`config.mk`:
```
export PLATFORM = sky130hd
export DESIGN_NAME = onehot_scan_decoder
export DESIGN_NICKNAME = d
export VERILOG_FILES = /design/src/rtl/onehot_scan_decoder.sv
export SDC_FILE = /design/constraint.sdc
export NUM_CORES = 1
export LEC_CHECK = 0
export BUFFER_PORTS_ARGS = -buffer_cell sky130_fd_sc_hd__buf_4
export CAP_MARGIN = 25
export CORE_MARGIN = 2
export CORE_UTILIZATION = 30
export CTS_CLUSTER_DIAMETER = 50
export CTS_CLUSTER_SIZE = 28
export DETAILED_ROUTE_END_ITERATION = 6
export GPL_TIMING_DRIVEN = 0
export PLACE_DENSITY = 0.45
export SETUP_SLACK_MARGIN = 0.05
export SLEW_MARGIN = 10
export SYNTH_ARGS = -nofsm -noshare
export SYNTH_HDL_FRONTEND = slang
export SYNTH_SLANG_ARGS = --single-unit
```
`constraint.sdc`:
```
create_clock -name clk -period 2.35 [get_ports clk]
set_clock_uncertainty 0.15 [all_clocks]
set_input_delay 0.705 -clock clk [delete_from_list [all_inputs] [get_ports clk]]
set_output_delay 0.705 -clock clk [all_outputs]
set_load 0.01 [all_outputs]
```
`src/rtl/onehot_scan_decoder.sv`:
```
// Registered binary-to-one-hot decoder with a valid/ready load port, global
// enable and an autonomous scan mode that walks the active line with a programmable dwell.
module onehot_scan_decoder #(
  parameter  int SEL_W   = 3,
  parameter  int DWELL_W = 8,
  localparam int OUT_W   = 2 ** SEL_W
) (
  input  logic               clk,
  input  logic               rst_n,
  input  logic               en,
  input  logic               mode,
  input  logic               in_valid,
  output logic               in_ready,
  input  logic [SEL_W-1:0]   in_sel,
  input  logic [DWELL_W-1:0] dwell,
  output logic [OUT_W-1:0]   out,
  output logic [SEL_W-1:0]   out_idx,
  output logic               out_valid,
  output logic               wrap
);

  localparam logic [1:0] ST_IDLE = 2'd0;
  localparam logic [1:0] ST_HOLD = 2'd1;
  localparam logic [1:0] ST_SCAN = 2'd2;

  localparam logic [OUT_W-1:0] LINE0 = OUT_W'(1);

  logic [1:0]         state;
  logic [DWELL_W-1:0] cnt;
  logic               accept;

  assign in_ready = en & ~mode & (state != ST_SCAN);
  assign accept   = in_valid & in_ready;

  always_ff @(posedge clk or negedge rst_n) begin
    if (!rst_n) begin
      state     <= ST_IDLE;
      out       <= '0;
      out_idx   <= '0;
      out_valid <= 1'b0;
      wrap      <= 1'b0;
      cnt       <= '0;
    end else begin
      // NOTE: non-blocking default below is overridden by later assignments in
      // the same block, giving a clean one-cycle pulse without a separate clear path.
      wrap <= 1'b0;
      if (!en) begin
        state     <= ST_IDLE;
        out       <= '0;
        out_valid <= 1'b0;
        cnt       <= '0;
      end else if (mode) begin
        if (state != ST_SCAN) begin
          state     <= ST_SCAN;
          out       <= LINE0;
          out_idx   <= '0;
          out_valid <= 1'b1;
          cnt       <= dwell;
        end else if (cnt == '0) begin
          // Rotation brings the top line back to line 0 on wrap-around.
          out     <= {out[OUT_W-2:0], out[OUT_W-1]};
          out_idx <= out_idx + SEL_W'(1);
          wrap    <= &out_idx;
          cnt     <= dwell;
        end else begin
          cnt <= cnt - DWELL_W'(1);
        end
      end else if (state == ST_SCAN) begin
        state <= ST_HOLD;
        cnt   <= '0;
      end else if (accept) begin
        state     <= ST_HOLD;
        out       <= LINE0 << in_sel;
        out_idx   <= in_sel;
        out_valid <= 1'b1;
      end
    end
  end

endmodule

```
---- Word-level counts from Yosys, hierarchy flattened ----
Cells that the tools add are included.
word-level totals
  word-level logic and storage cells ...... 60
  bits of input ports ..................... 16
  register bits after elaboration ......... 23
  output and inout bits ................... 14
cells by class
  muxes and demuxes ....................... 30
  reduce and logical (&&, ||, !) cells .... 7
  add/subtract/negate cells ............... 2
  shift-type cells ........................ 1
  eq/ne operators ......................... 10
  bitwise logic cells ..................... 4
operators by type and width
  cell                   count
  $mux W8                11
  $mux W3                5
  $mux W2                5
  $mux W1                9
  $ne A3 B1 Y1 const B   3
  $reduce_and A3 Y1      3
  $logic_not A8 Y1       1
  $shl A1 B3 Y8 const A  1
  $sub A8 B1 Y8 const B  1
  $ne A2 B2 Y1 const B   2
  $ne A4 B1 Y1 const B   1
  $ne A4 B2 Y1 const B   1
  $reduce_and A4 Y1      1
  $add A3 B1 Y3 const B  1
  $and A1 B1 Y1          3
  $ne A3 B2 Y1 const B   1
  $ne A3 B3 Y1 const B   1
  $eq A2 B2 Y1 const B   1
  $reduce_and A2 Y1      1
  $reduce_bool A2 Y1     1
  $not A1 Y1             1

---- Depth between registers and ports, before layout ----
Gate-level depths: netlist of run 1.
  depth in word-level cells ............... 8
  gate-level depth with buffers ........... 6
  depth with buffers taken out ............ 6

---- Worst setup path after synthesis of run 1 ----
No wires, ideal clock.
  path type ............................... in2out
  from .................................... input en
  to ...................................... output in_ready
  path slack .............................. 100 ps
  arrival ................................. 1395 ps
  stages .................................. 4
  cells stage by stage .................... buf_2 -> nor2b_1 -> nand2_1 -> inv_1
on the way
  word-level cells in the longest chain between the ends .. 2
ends and longest elaborated chain
  element                      RTL line  text
  start, declared              10        input logic en,
  $and A1 B1 Y1 (2 in series)  32        assign in_ready = en & ~mode & (state != ST_SCAN);
  end, declared                13        output logic in_ready,
Every way passes these cells.

---- Worst setup path in the final report of run 1 ----
Same ends and word-level chain as after synthesis.

==> metrics.md, run 1 <==
| Metric | Value |
|---|---|
| Syn-to-layout area delta | 28.6% |
| Slew HR | approximately 57% |
| Register area share after synthesis | 40.6% |
| Clk sinks | 23 |
| Pwr Density | 548 nW/um2 |
| Die Span Y | just over 70 um |
| Final HPWL DP | between 2000 and 3000 um |
| Initial antenna violation count | 0 |
| Min Tclk post-route | 2.22 ns |
| Final Util | roughly 40% |
| GRT Util Overall | between 10% and 20% |
| Setup crit end kind | output pin |
| RSZ-0062 raised after global routing | no |
| First-pass GRT wire length | 6000 um |
| MaxCap Viol Count | 0 |
| Leakage | around 0.84 nW |
| Synthesized net count | 160 |
| Crit Path Max Fanout | 10 |
| DRC Markers | 0 |
| Synth cell count leaders | dfrtp_1 (23), o21ai_0 (12), inv_1 (10), nand2_1 (9), mux2_2 (6) |
| Ant diodes | 0 |
| CTS H-Tree Depth | 1 |
| Initial Util | a little under a third |
| DR iter-0 viols | 74 |
| Post-synthesis cell area | between 1000 and 1500 um2 |
| Yosys cell types | 47 |
| Die ar. | approximately 5300 um2 |
| Num CTS Buffers | 3 |
| Fmax | roughly 450 MHz |
| Vias in the first global route | roughly 1200 |
| Post-Syn Instances | 140 |
| Placed cell areas | between 1500 and 2000 um2 |
| Final cell count without fillers | roughly 230 |
| Worst path max stage delay | around 0.19 ns |
| Final hold vios | 0 |
| Worst setup path class | in2out |
| WL final | 3650 um |
| Ys async rst share | 100% |
| WP data required | roughly 1.5 ns |
| Final non-filler cell area | between 1500 and 2000 um2 |
| Status | finished, final reports clean |
| Worst hold-check path type | in2async |
| Synth Flop Type | dfrtp_1 |
| IO Pins | 30 |
| GR Overflow Total | 0 |
| Critical R2R Capture | out_idx[1] |
| Max Slew Vio Count | 0 |
| Least-Margin Pin Slew | 0.647 ns |
| Via Count | 1235 |
| CTS tree | done |
| Worst setup SP type | primary input |
| Final #Nets | slightly below 200 |
| Total power | between 0.9 and 1 mW |
| Tcrit/Tclk final | between 90% and 100% |
| Crit path arrival time | about 1.4 ns |
| Port buffer count | 28 |
| Yosys warning total | 0 |
| Insertion delay to the later sink of the worst-skew pair | between 0.2 and 0.3 ns |
| Peak VDD IR | around 0.00020 V |
| Biggest area consumer among synthesized cells | dfrtp_1 |
| Pin count of the biggest net entering global routing | 24 |
| Top cells by area, synth | dfrtp_1 (41%), mux2_2 (4.8%), o21ai_0 (4.2%) |
| Worst R2R Setup Slack | 0.15 ns |
| FP Rows | 24 |
| Avg Vias per Cell | approximately 5.4 |
| Layout cells sized above 1 | a little over a third |
| Clock root buffer | clkbuf_8 |
| Clock slew at reported path FFs | approximately 0.080 ns |
| First drt pass iteration count | 6 |
| Antenna viol nets, final | 0 |
| CTS max path bufs | 2 |
| Count of final setup violators | 0 |
| Die Width | 72.7 um |
| Placed cells | 220 |
| Top-count cell post-synth | dfrtp_1 |
| Crit path max-delay cell type | nor2b_4 |
| Post-DR wirelength/cell | roughly 16 um |
| #FFs+latches synth | 23 |
| Number of synthesized flops with an enable pin | 0 |
| Core area | about 4400 um2 |
| Hold slack | roughly 0.17 ns |
| Critical-path cell list | buf_4 -> nor2b_4 -> nand2_4 -> inv_2 -> buf_4 |
| Critical Path Most Common Cell | buf_4 |
| Critical R2R Launch | cnt[1] |
| Top-area cell type share of the netlist area | approximately two fifths |
| Syn_area_per_cell | approximately 10 um2 |
| Routability cong. | approximately 0.82 |
| R2r worst-path depth | 6 |
## how the worst max path moves through the flow
stage,startpoint,endpoint,slack [ns],depth (start not counted)
final,en,in_ready,0.13,5
after global routing,cnt[1],cnt[0],0.03,7
after CTS,en,in_ready,0.04,5
after detailed placement,en,in_ready,-0.23,5
after global placement,en,in_ready,-0.21,5
after floorplan,en,in_ready,0.10,4
## where the power goes
group	internal, mW	switching [mW]	leakage, nW
logic	0.144	0.144	0.514
clock network	0.121	0.129	0.0228
registers	0.425	0.0356	0.304
## area by class of cell
| class | count | area (um2) |
|---|---|---|
| clock buffer | 4 | 45.0 |
| fill | 467 | 2620 |
| inverter | 10 | 37.5 |
| sequential | 23 | 578 |
| timing repair buffer | 33 | 260 |
| buffer | 3 | 15.0 |
| multi-input combinational | 103 | 821 |
| tap | 52 | 65.1 |
## critical path: cells and delay by family
family        cells  cell delay (ns)
buf+inv           3             0.36
simple gates      2             0.29
## through the flow
| stage | setup slack [ns] | setup TNS, ns |
|---|---|---|
| floorplan | 0.100 | 0 |
| global placement | -0.207 | -1.08 |
| detailed placement | -0.227 | -0.969 |
| CTS | 0.0359 | 0 |
| global route | 0.0250 | 0 |
| finish | 0.128 | 0 |
## kinds of logic after synthesis
logic type / Yosys count / share of synthesized area [%]
AOI/OAI and AO/OA: 38 / 19.5
adders and majority gates: 4 / 3.53
buffers and inverters: 14 / 3.80
DFF: 23 / 40.6
muxes: 14 / 11.5
and+or+nand+nor: 47 / 21.0
## cells in the final DEF, fill, tap and decap left out, types with 2 or more instances in the layout
cell type	n
dfrtp_2	2
buf_4	33
clkbuf_1	3
clkbuf_8	3
o21ai_0	12
a32o_1	2
nor3_1	5
o21ai_4	2
inv_1	8
ha_1	4
nor2b_1	2
nand3_1	3
o211ai_1	2
dfrtp_1	21
o31ai_1	2
nor2_1	5
mux2_4	3
mux2i_1	5
a21oi_1	4
nand4_1	2
inv_2	2
o22ai_1	2
nor4_1	3
nand2b_1	2
mux2_2	6
o2bb2ai_1	3
nand2_1	8
## metal layers
layer  vias to the layer above  global-route usage [%]  part of all wire, %
li1                        596                       -                    -
met1                       612                    21.0                   49
met2                        23                    23.0                   47
met3                         4                    2.35                  3.7
met4                         0                    3.70                 0.79
met5                         -                       0                    0
## registers in the layout, summed over array words and instances, names as in the netlist
register	cells
out_idx	3
wrap	1
out	8
state	2
out_valid	1
cnt	8
## repair_timing
action,CTS,global route
endpoints found under the setup margin,8,11
pin swaps,1,2
buffers inserted,2,3
gates resized for setup,5,7
hold buffers,0,0
cloned,0,0
No activity file was read; power rests on OpenSTA's default activity.
==> inputs of run 2 (changes only) <==
- GPL_TIMING_DRIVEN: 0 -> default
- RECOVER_POWER: default -> 100
==> run 2 against run 1 <==
Effect of this change: sequential share of layout area increased by 1.9 points; design area down 6.0%; register-to-register slack got worse by 0.03 ns; clock power rose by 4%; cell count rose by 0.44%; combinational power shrank 13%; largest cell class unchanged.
==> metrics.md, run 2 (synthesis results as in run 1) <==
| Metric | Value |
|---|---|
| Post-CTS Setup Repair Bufs | 0 (-2) |
| Crit path arrival time | 1.38 ns (about the same) |
| Post-DR wirelength/cell | 16.2 um (+1.1%) |
| Post_cts resized | 0 (-5) |
| Worst setup SP type | primary input |
| FP Rows | 24 (unchanged) |
| Worst hold-check path type | reg2reg |
| R2r worst-path depth | 7 (+1) |
| Final worst slack | 0.117 ns (-0.0106 ns) |
| Worst R2R Setup Slack | 0.12 ns (-0.03 ns) |
| Count of final setup violators | 0 (unchanged) |
| Via Count | 1217 (-1.5%) |
| Final HPWL DP | 2760 um (+3.3%) |
| WP data required | 1.49 ns (about the same) |
| Placed cell areas | 1740 um2 (+2.6%) |
| Avg Vias per Cell | 5.31 (-1.9%) |
| MaxCap Viol Count | 0 (unchanged) |
| Least-Margin Pin Slew | 1.28 ns (+0.630 ns) |
| Hold Path Stages | 1 |
| Vias in the first global route | 1216 (+1.1%) |
| CTS H-Tree Depth | 1 (unchanged) |
| Tcrit/Tclk final | 95.0% (+0.45 points) |
| Commonest non-fill, non-tap cell in the layout | dfrtp_1 |
| Clock slew at reported path FFs | 0.08 ns (about the same) |
| Final non-filler cell area | 1710 um2 (-6.0%) |
| Syn-to-layout area delta | 20.8% |
| Final hold vios | 0 (unchanged) |
| Die ar. | 5290 um2 (unchanged) |
| Insertion delay to the later sink of the worst-skew pair | 0.28 ns (+0.02 ns) |
| Hold_buf cts | 0 (unchanged) |
| Hold EP | out_valid |
| DR iter-0 viols | 72 (-2.7%) |
| Pin count of the biggest net entering global routing | 24 (unchanged) |
| Routability cong. | 0.850 (+3.8%) |
| Layout cells sized above 1 | 22.6% (-13 points) |
| Min-delay src | out_valid |
| Num CTS Buffers | 3 (unchanged) |
| Port buffer count | 29 (+3.6%) |
| Max Slew Vio Count | 0 (unchanged) |
| Slew HR | 14.9% (-42 points) |
| Peak VDD IR | 0.000263 V (+35%) |
| Pre-CTS WS | 0.133 ns (+0.361 ns) |
| Worst setup path class | in2out |
| Status | finished, final reports clean |
| Antenna viol nets, final | 0 (unchanged) |
| Die Width | 72.7 um (unchanged) |
| RSZ-0062 raised after global routing | yes |
| Critical R2R Capture | cnt[0] |
| Crit Path Max Fanout | 5 (-5) |
| Min Tclk post-route | 2.23 ns (+0.0106 ns) |
| Critical R2R Launch | cnt[0] |
| WL final | 3710 um (+1.5%) |
| First-pass GRT wire length | 6120 um (+1.9%) |
| GRT Util Overall | 15.0% (+0.34 points) |
| Fmax | 448 MHz (-0.47%) |
| Pwr Density | 568 nW/um2 (+3.6%) |
| Final #Nets | 198 (+0.51%) |
| Initial Util | 31.9% (unchanged) |
| Regs by FF count | cnt (8), out (8), out_idx (3) |
| IO Pins | 30 (unchanged) |
| Ant diodes | 0 (unchanged) |
| CTS max path bufs | 2 (unchanged) |
| Setup crit end kind | output pin |
| Placed cells | 224 (+1.8%) |
| Clk sinks | 23 (unchanged) |
| Core area | 4440 um2 (unchanged) |
| Clock root buffer | clkbuf_8 |
| First drt pass iteration count | 4 (-2) |
| Total power | 0.972 mW (-2.7%) |
| GR Overflow Total | 0 (unchanged) |
| Final cell count without fillers | 229 (+0.44%) |
| DRC Markers | 0 (unchanged) |
| Initial antenna violation count | 0 (unchanged) |
| Commonest non-fill, non-tap cells in the layout | dfrtp_1 (23), buf_4 (18), clkbuf_1 (17) |
| Setup TNS | 0 ns (unchanged) |
| Leakage | 0.758 nW (-9.8%) |
| CTS tree | done |
| Die Span Y | 72.7 um (unchanged) |
-- run 2: report_power, final --
group          total [mW]  internal, mW  switching (mW)  leakage (nW)
Sequential          0.459         0.425          0.0339         0.307
Clock               0.261         0.120           0.141        0.0217
Combinational       0.252         0.114           0.138         0.429
-- run 2: worst max path at each step --
stage                     startpoint         end  slack, ns  depth (start not counted)
after global routing          cnt[0]      cnt[0]       0.04                          7
final                           mode    in_ready       0.12                          5
after CTS                     cnt[0]  out_idx[1]       0.11                          6
after floorplan                   en    in_ready       0.10                          4
after detailed placement      cnt[0]  out_idx[1]       0.13                          6
after global placement        cnt[0]  out_idx[1]       0.18                          6
-- run 2: area by class of cell --
cell class                      count  area, um2
Inverter                           10       37.5
Clock buffer                        3       41.3
Fill cell                         501       2730
Multi-Input combinational cell    103        776
Tap cell                           52       65.1
Timing Repair Buffer               37        209
Sequential cell                    23        576
Clock inverter                      1       7.51
-- run 2: metrics by stage --
| step | hold slack [ns] | util [%] |
|---|---|---|
| 6_report | 0.344 | 38.5 |
| 3_5_place_dp | 0.334 | 39.0 |
| 2_1_floorplan | 0.259 | - |
| 3_3_place_gp | 0.331 | 39.0 |
| 5_1_grt | 0.383 | 38.5 |
| 4_1_cts | 0.170 | 40.1 |
-- run 2: worst max-delay path: stages --
cell and delay, ns:
clkbuf_1 0.15, nor2b_1 0.20, nand2_1 0.09, inv_1 0.11, buf_4 0.13
-- run 2: routing by layer --
layer,vias up,routed length (um),track usage (%)
met2,29,1600,22.8
met3,6,157,4.01
met1,579,1920,21.4
li1,603,-,-
met5,-,0,0
met4,0,40,3.09
==> inputs of run 3 (changes only) <==
- CAP_MARGIN: 25 -> default
- CORE_UTILIZATION: 30 -> 40
- PLACE_DENSITY: 0.45 -> 0.58
==> run 3 against run 2 <==
Effect of this change: non-clock buffer count is the same; critical path type is now reg2reg; die area shrank 24%; core utilization is 13 points higher; register-to-register slack better by 0.03 ns; first-iteration DRC count is 15% higher; clock power shrank 29%; routed wire length down 7.8%; maximum frequency is 1.5% higher; via count up 2.0%; flip-flop and latch count is the same; global-route usage up 3.0 points.
==> metrics.md, run 3 (synthesis results as in run 1) <==
| Metric | Value |
|---|---|
| Final HPWL DP | 2580 um (-6.6%) |
| Total power | 0.911 mW (-6.3%) |
| Setup crit end kind | flip-flop |
| Worst setup path class | reg2reg |
| Regs by FF count | cnt (8), out (8), out_idx (3) |
| DRC Markers | 0 (unchanged) |
| RSZ-0062 raised after global routing | no |
| Antenna viol nets, final | 0 (unchanged) |
| Die ar. | 4030 um2 (-24%) |
| Commonest non-fill, non-tap cells in the layout | dfrtp_1 (22), buf_4 (20), clkbuf_1 (16) |
| GR Overflow Total | 0 (unchanged) |
| Hold_buf cts | 0 (unchanged) |
| Crit path arrival time | 2.26 ns (+0.88 ns) |
| Hold slack | 0.355 ns (+0.0105 ns) |
| Tcrit/Tclk final | 93.6% (-1.4 points) |
| Pin count of the biggest net entering global routing | 24 (unchanged) |
| Core area | 3360 um2 (-24%) |
| DR iter-0 viols | 83 (+15%) |
| Status | finished, final reports clean |
| Setup TNS | 0 ns (unchanged) |
| Least-Margin Pin Slew | 1.26 ns (-0.0174 ns) |
| IO Pins | 30 (unchanged) |
| Ant diodes | 0 (unchanged) |
| Peak VDD IR | 0.000291 V (+11%) |
| Clk sinks | 23 (unchanged) |
| GRT Util Overall | 17.9% (+3.0 points) |
| Final hold vios | 0 (unchanged) |
| Syn-to-layout area delta | 21.6% |
| Num CTS Buffers | 3 (unchanged) |
| WL final | 3420 um (-7.8%) |
| Max Slew Vio Count | 0 (unchanged) |
| Final #Nets | 198 (unchanged) |
| Leakage | 0.771 nW (+1.7%) |
| Clock slew at reported path FFs | 0.13 ns (+0.05 ns) |
| Crit Path Max Fanout | 6 (+1) |
| Worst setup SP type | flip-flop |
| CTS max path bufs | 2 (unchanged) |
| Insertion delay to the later sink of the worst-skew pair | 0.31 ns (+0.03 ns) |
| WP data required | 2.41 ns (+0.92 ns) |
| Min Tclk post-route | 2.20 ns (-0.0331 ns) |
| Count of final setup violators | 0 (unchanged) |
| Post-DR wirelength/cell | 15.3 um (-5.3%) |
| Final non-filler cell area | 1720 um2 (+0.58%) |
| Die Width | 63.5 um (-13%) |
| Initial antenna violation count | 0 (unchanged) |
| Via Count | 1241 (+2.0%) |
| Initial Util | 42.1% (+10 points) |
| Commonest non-fill, non-tap cell in the layout | dfrtp_1 |
| Layout cells sized above 1 | 26.6% (+4.0 points) |
| Placed cell areas | 1730 um2 (-0.43%) |
| Die Span Y | 63.5 um (-13%) |
| FP Rows | 21 (-13%) |
| Worst hold-check path type | reg2reg |
| Avg Vias per Cell | 5.57 (+4.7%) |
| MaxCap Viol Count | 0 (unchanged) |
| Final Util | 51.2% (+13 points) |
| Filler cells | 346 (-31%) |
| Clock root buffer | clkbuf_4 |
| First-pass GRT wire length | 5840 um (-4.6%) |
| Vias in the first global route | 1250 (+2.8%) |
| Slew HR | 16.0% (+1.2 points) |
| Pwr Density | 529 nW/um2 (-6.8%) |
| Port buffer count | 29 (unchanged) |
| CTS H-Tree Depth | 1 (unchanged) |
| First drt pass iteration count | 4 (unchanged) |
| Fmax | 455 MHz (+1.5%) |
| Routability cong. | 0.860 (+1.2%) |
| CTS tree | done |
==> run 3: changes by cell type in the layout (fill, tap and decap cells not counted), sizes merged <==
cell | previous run | this run
buf | 18 | 21
clkinvlp | 1 | 0
clkbuf | 22 | 20
==> run 3: worst paths after layout <==
path	startpoint	end	slack [ns]	cells past startpoint
hold reg to reg	out_valid	out_valid	0.35	1
setup reg to reg	cnt[1]	out_idx[1]	0.15	6
max in group asynchronous	rst_n	cnt[0]	0.75	1
hold / removal	out_valid	out_valid	0.35	1
setup / recovery	cnt[1]	out_idx[1]	0.15	6
min in group asynchronous	rst_n	cnt[6]	0.48	1
==> run 3: critical path: stages (launching register included) <==
cell,delay (ns)
dfrtp_1,0.46
inv_1,0.13
ha_1,0.19
or4b_4,0.50
o21ai_4,0.23
nand3b_4,0.13
mux2_4,0.31
==> run 3: power by group <==
part	switching, mW	leakage (nW)	internal (mW)	total, mW
Clock	0.119	0.0150	0.0663	0.185
Sequential	0.0338	0.306	0.425	0.459
Combinational	0.139	0.450	0.128	0.267
==> run 3: final cells by class <==
class	count	area (um2)	area share [%]
repair buffers	37	234	13.6
flip-flops and latches	23	577	33.5
multi-input cells	103	790	45.9
clock buffers	4	26.3	1.53
inverters	10	37.5	2.18
well taps	46	57.6	3.34
==> run 3: routing by layer <==
metal / global-route usage (%) / part of all wire (%) / routed length [um] / up-vias
met3: 3.21 / 5.0 / 172 / 6
met5: 0 / 0 / 0 / -
met2: 27.8 / 45 / 1530 / 40
met4: 4.62 / 1.1 / 39 / 0
li1: - / - / - / 602
met1: 25.8 / 49 / 1670 / 593
==> run 3: stage by stage <==
stage | worst slack [ns] | instances
2_1_floorplan | 0.100 | 140
3_3_place_gp | 0.101 | 218
3_5_place_dp | 0.0772 | 218
4_1_cts | 0.0586 | 222
5_1_grt | 0.0297 | 223
6_report | 0.150 | 223
==> run 3: repair_timing <==
item                                    4_1_cts  5_1_grt
endpoints found under the setup margin        0        6
gates resized for setup                       0        4
setup buffers                                 0        1
